===== src/rtl/score_keeper.sv =====
// Purpose : pong-style score keeper; serve hold-off, goal edge detection, win detection.
// Latency : goal edge sampled on a clk edge updates scores/state on that same edge; all outputs registered.
// Backpressure: none; goal/frame_tick/new_game are sampled every cycle and never stalled.
//
// Ports:
//   clk, rst_n              clock, asynchronous active-low reset
//   goal_left / goal_right  ball-out levels (left out awards right player, right out awards left)
//   frame_tick              one-cycle pulse per video frame, paces the serve hold-off
//   new_game                one-cycle request: clear scores and go back to serve wait
//   score_left/score_right  3-bit saturating point totals
//   ball_enable             high while the rally is live (PLAY)
//   serve                   one-cycle pulse when a rally starts
//   serve_dir               0 = serve toward left player, 1 = toward right player
//   win / winner            game over flag and who won (0 = left, 1 = right)
//
// Build option: define SCORE_KEEPER_AUTO_RESTART_EN to leave GAME_OVER on its own
// after RESTART_FRAMES frame ticks; otherwise only new_game or reset leave it.
module score_keeper #(
    parameter int WIN_SCORE      = 7,
    parameter int HOLD_FRAMES    = 60,
    parameter int RESTART_FRAMES = 180
) (
    input  logic       clk,
    input  logic       rst_n,
    input  logic       goal_left,
    input  logic       goal_right,
    input  logic       frame_tick,
    input  logic       new_game,
    output logic [2:0] score_left,
    output logic [2:0] score_right,
    output logic       ball_enable,
    output logic       serve,
    output logic       serve_dir,
    output logic       win,
    output logic       winner
);

    typedef enum logic [1:0] {
        SERVE_WAIT = 2'd0,
        PLAY       = 2'd1,
        GAME_OVER  = 2'd2
    } state_t;

    localparam logic [7:0] HOLD_LOAD = 8'(HOLD_FRAMES);
    localparam logic [2:0] WIN_VAL   = 3'(WIN_SCORE);

    state_t     state;
    state_t     state_nxt;
    logic [7:0] hold_cnt;
    logic [7:0] hold_cnt_nxt;

    // Previous-sample history of the goal levels; reset to 1 so a ball
    // already out of bounds when reset releases does not look like a new goal.
    logic       goal_left_q;
    logic       goal_right_q;
    logic       goal_left_edge;
    logic       goal_right_edge;

    logic [2:0] score_left_nxt;
    logic [2:0] score_right_nxt;
    logic       serve_dir_nxt;
    logic       winner_nxt;
    logic       ball_enable_nxt;
    logic       serve_nxt;
    logic       win_nxt;

`ifdef SCORE_KEEPER_AUTO_RESTART_EN
    localparam logic [7:0] RESTART_LOAD = 8'(RESTART_FRAMES);
    logic [7:0] restart_cnt;
    logic [7:0] restart_cnt_nxt;
`endif

    assign goal_left_edge  = goal_left  & ~goal_left_q;
    assign goal_right_edge = goal_right & ~goal_right_q;

    function automatic logic [2:0] sat_inc(input logic [2:0] v);
        return (v == 3'd7) ? v : v + 3'd1;
    endfunction

    // ------------------------------------------------------------------
    // State register and registered outputs
    // ------------------------------------------------------------------
    always_ff @(posedge clk or negedge rst_n) begin
        if (!rst_n) begin
            state        <= SERVE_WAIT;
            hold_cnt     <= HOLD_LOAD;
            goal_left_q  <= 1'b1;
            goal_right_q <= 1'b1;
            score_left   <= 3'd0;
            score_right  <= 3'd0;
            ball_enable  <= 1'b0;
            serve        <= 1'b0;
            serve_dir    <= 1'b0;
            win          <= 1'b0;
            winner       <= 1'b0;
        end else begin
            state        <= state_nxt;
            hold_cnt     <= hold_cnt_nxt;
            goal_left_q  <= goal_left;
            goal_right_q <= goal_right;
            score_left   <= score_left_nxt;
            score_right  <= score_right_nxt;
            ball_enable  <= ball_enable_nxt;
            serve        <= serve_nxt;
            serve_dir    <= serve_dir_nxt;
            win          <= win_nxt;
            winner       <= winner_nxt;
        end
    end

`ifdef SCORE_KEEPER_AUTO_RESTART_EN
    always_ff @(posedge clk or negedge rst_n) begin
        if (!rst_n) begin
            restart_cnt <= RESTART_LOAD;
        end else begin
            restart_cnt <= restart_cnt_nxt;
        end
    end
`endif

    // ------------------------------------------------------------------
    // Next-state and next-output logic
    // ------------------------------------------------------------------
    always_comb begin
        state_nxt       = state;
        hold_cnt_nxt    = hold_cnt;
        score_left_nxt  = score_left;
        score_right_nxt = score_right;
        serve_dir_nxt   = serve_dir;
        winner_nxt      = winner;
`ifdef SCORE_KEEPER_AUTO_RESTART_EN
        restart_cnt_nxt = restart_cnt;
`endif

        if (new_game) begin
            // Restart request beats any goal edge or tick seen this cycle.
            state_nxt       = SERVE_WAIT;
            score_left_nxt  = 3'd0;
            score_right_nxt = 3'd0;
            serve_dir_nxt   = 1'b0;
        end else begin
            case (state)
                SERVE_WAIT: begin
                    if (frame_tick) begin
                        if (hold_cnt <= 8'd1) begin
                            hold_cnt_nxt = 8'd0;
                            state_nxt    = PLAY;
                        end else begin
                            hold_cnt_nxt = hold_cnt - 8'd1;
                        end
                    end
                end

                PLAY: begin
                    if (goal_left_edge && goal_right_edge) begin
                        // Ambiguous double goal: nobody scores, serve is replayed.
                        state_nxt = SERVE_WAIT;
                    end else if (goal_left_edge) begin
                        score_right_nxt = sat_inc(score_right);
                        serve_dir_nxt   = 1'b0;
                        if (score_right_nxt == WIN_VAL) begin
                            state_nxt  = GAME_OVER;
                            winner_nxt = 1'b1;
                        end else begin
                            state_nxt  = SERVE_WAIT;
                        end
                    end else if (goal_right_edge) begin
                        score_left_nxt = sat_inc(score_left);
                        serve_dir_nxt  = 1'b1;
                        if (score_left_nxt == WIN_VAL) begin
                            state_nxt  = GAME_OVER;
                            winner_nxt = 1'b0;
                        end else begin
                            state_nxt  = SERVE_WAIT;
                        end
                    end
                end

                GAME_OVER: begin
`ifdef SCORE_KEEPER_AUTO_RESTART_EN
                    if (frame_tick) begin
                        if (restart_cnt <= 8'd1) begin
                            restart_cnt_nxt = 8'd0;
                            state_nxt       = SERVE_WAIT;
                            score_left_nxt  = 3'd0;
                            score_right_nxt = 3'd0;
                            serve_dir_nxt   = 1'b0;
                        end else begin
                            restart_cnt_nxt = restart_cnt - 8'd1;
                        end
                    end
`endif
                end

                default: begin
                    state_nxt = SERVE_WAIT;
                end
            endcase
        end

        // Every entry into SERVE_WAIT (including new_game while already
        // waiting) restarts the full hold-off.
        if (state_nxt == SERVE_WAIT && (state != SERVE_WAIT || new_game)) begin
            hold_cnt_nxt = HOLD_LOAD;
        end

`ifdef SCORE_KEEPER_AUTO_RESTART_EN
        if (state_nxt == GAME_OVER && state != GAME_OVER) begin
            restart_cnt_nxt = RESTART_LOAD;
        end
`endif

        // Outputs are decoded from the next state so they register alongside it.
        ball_enable_nxt = (state_nxt == PLAY);
        win_nxt         = (state_nxt == GAME_OVER);
        serve_nxt       = (state == SERVE_WAIT) && (state_nxt == PLAY);
    end

endmodule


===== config.mk =====
export PLATFORM = sky130hd
export DESIGN_NAME = score_keeper
export DESIGN_NICKNAME = d
export VERILOG_FILES = /design/src/rtl/score_keeper.sv
export SDC_FILE = /design/constraint.sdc
export NUM_CORES = 1
export LEC_CHECK = 0
export CAP_MARGIN = 5
export CORE_MARGIN = 3
export CORE_UTILIZATION = 25
export CTS_CLUSTER_SIZE = 16
export DETAILED_ROUTE_END_ITERATION = 8
export MAX_ROUTING_LAYER = met4
export PLACE_DENSITY = 0.53
export REMOVE_ABC_BUFFERS = 1
export SYNTH_ARGS = -nofsm -noshare
export SYNTH_HDL_FRONTEND = slang
export SYNTH_SLANG_ARGS = --single-unit

===== constraint.sdc =====
create_clock -name clk -period 2.23 [get_ports clk]
set_input_delay 0.3345 -clock clk [delete_from_list [all_inputs] [get_ports clk]]
set_output_delay 0.3345 -clock clk [all_outputs]
set_load 0.01 [all_outputs]

==> results.cfg <==
[synthesis]
synth_common_cells = nand2_1, dfrtp_1, nor2_1, a21oi_1, nor3_1
yosys_register_bits = 23
synth_warnings = 0
ys.flop_type = dfrtp_1
synthArstFlopShare_pct = 100
synthCells = 128
yosys-top-cells-area = dfrtp_1, dfstp_2, nand2_1, a21oi_1, and4bb_2
synth_area_mm2 = 0.00127
yosysUniqueCellTypes = 37
synth_largest_area_cell = dfrtp_1
synth_edf_count = 0
synth.top_cell.area_share_pct = 33.4
synth.most_common_cell = nand2_1
synth.avg_cell_area_um2 = 9.95
yosysSeqAreaShare_pct = 45.8

[clock_tree]
clk_transition_reported_paths_ns = 0.09
clock_latency_ns = 0.27
cts.sinks = 23
htree_levels = 1
cts_tree = built
post_cts_resized = 0
cts_buffers = 3
cts_hold_buf = 0
post_cts_buffers = 0
cts-root-buf = clkbuf_8
clockBufferDepth = 2

[drt]
first_iter_violations = 48
remaining_drc_errors = 0
vias = 1041
ant_nets = 0
firstDrtPassIters = 4
wire_per_inst_um = 12.7
via_per_inst = 4.78
wl_mm = 2.76

[sta]
timing.setup.tns_ns = 0
finClkSkew_ns = 0.00620
tightest_slew_ns = 0.460
rsz0062_at_grt = false
clock.fmax_ghz = 0.484
period_share_pct = 92.6
slew_headroom_pct = 69.1
setup_viol = 0
slew_viol_final = 0
fin_crit_ns = 2.06
hold_violations = 0

[global_route]
grt_overflow_total = 0
antenna_found_initial = 0
grt_pass1_vias = 1029
grt_first_pass_wirelength_mm = 4.86
grt_max_degree = 24
track_usage_pct = 10.3

[pwr]
p_int_w = 0.000587
powerDensity_mw_per_mm2 = 486
swShare_pct = 24.4
peakVddDrop_mv = 0.290
p_seq_share_pct = 56.8
p_sw_w = 0.000189
leakagePower_nw = 0.627
clkPwrFrac_pct = 33.5
p_comb_share_pct = 9.7

[final_layout]
layout-drive-gt1-share_pct = 17.9
antenna_cells = 0
nNetsFinal = 162
register_area_um2 = 583
area_delta_synth_final_pct = 25.3
fillCellCount = 511
multiInputGateArea_um2 = 667
fin_area_mm2 = 0.00160
final_cells = 218

[setup_path]
crit_type = register to register
start_kind = register
crit_path_max_fanout = 6
crit_required_ns = 2.40
cp.arrival_ns = 2.24
endpoint_kind = register

[flow_run]
drv_cap = 0

[place]
place.gp.congestion = 0.805
dpl_cell_area_mm2 = 0.00155
dpl.cell_count = 214
portBuffers = 16
dpl.hpwl_mm = 2.07

[floorplanning]
fp.dieW_um = 77.4
coreArea_mm2 = 0.00482
fp.dieH_um = 77.4
start_util_pct = 26.4
ios = 17
die_area_mm2 = 0.00599
row_count = 25

[status]
status = completed

[worst_hold_path]
hp-class = input pin to asynchronous set/reset pin
## state kept, by name, indices dropped and copies added (netlist names)
register	cells
serve_dir	1
win	1
winner	1
score_right	3
state	2
goal_right_q	1
serve	1
ball_enable	1
goal_left_q	1
score_left	3
hold_cnt	8
## power by group through the flow
stage                     Sequential [W]  Clock, W  Combinational [W]
after floorplan                 0.000447         0          0.0000385
after global placement          0.000449         0          0.0000753
after detailed placement        0.000449         0          0.0000758
after CTS                       0.000442  0.000278          0.0000764
after global routing            0.000444  0.000299          0.0000866
final                           0.000441  0.000260          0.0000752
## kinds of logic after synthesis
kind of cell / Yosys count / synth area share (%)
and+or+nand+nor: 65 / 30.3
AOI/OAI and AO/OA: 27 / 16.0
DFF: 23 / 45.8
buffers and inverters: 6 / 1.87
adders and majority gates: 4 / 3.93
xor gates and xnor gates: 2 / 1.38
muxes: 1 / 0.786
## routing by layer
layer / wire (µm) / vias up / global-route usage, %
met5: 0 / - / -
li1: - / 517 / -
met1: 1320 / 499 / 13.2
met2: 1340 / 23 / 16.4
met3: 78 / 2 / 2.44
met4: 14 / 0 / 2.31
## metrics by stage
step | hold WS, ns | power, W | setup WS [ns] | util [%]
floorplan | 0.0389 | 0.000485 | 0.316 | -
global placement | 0.499 | 0.000524 | 0.125 | 32.2
detailed placement | 0.510 | 0.000525 | 0.0867 | 32.2
CTS | 0.416 | 0.000796 | 0.0712 | 33.1
global route | 0.441 | 0.000829 | 0.0314 | 33.1
finish | 0.411 | 0.000777 | 0.165 | 33.1
## final timing paths
check	endpoint	start	cells after the start	slack [ns]
max	hold_cnt[5]	score_right[0]	7	0.17
min	score_right[1]	rst_n	2	0.41
max reg2reg	hold_cnt[5]	score_right[0]	7	0.17
min reg2reg	hold_cnt[1]	hold_cnt[1]	1	0.54
max in group asynchronous	goal_left_q	rst_n	2	1.53
min in group clk	goal_right_q	goal_right	1	0.51
## critical path: stages, from the launching register on
cell and delay, ns:
dfrtp_1 0.44, ha_1 0.34, and4bb_2 0.23, nor3_1 0.05, buf_4 0.14, or4_1 0.41, o211ai_1 0.21, o211ai_1 0.14
## cell type report
| type | instances | area share, % |
|---|---|---|
| clock buffers | 3 | 2.59 |
| clock inverters | 1 | 0.313 |
| inverters | 3 | 0.705 |
| multi-input cells | 99 | 41.8 |
| flip-flops and latches | 23 | 36.5 |
| well taps | 67 | 5.25 |
| repair buffers | 22 | 12.9 |
## cell usage in the layout, fill, tap and decap left out, drive strengths merged, types with 3 or more instances in the layout
cell type	count
nand3	4
dfrtp	17
buf	6
a21oi	10
nor3b	3
nand2b	4
or4b	3
dfstp	6
nor3	7
nand2	18
clkbuf	3
inv	3
o21ai	3
clkdlybuf4s50	16
and4bb	4
ha	4
nor2b	4
nor2	11
(Power assumes the default switching activity.)
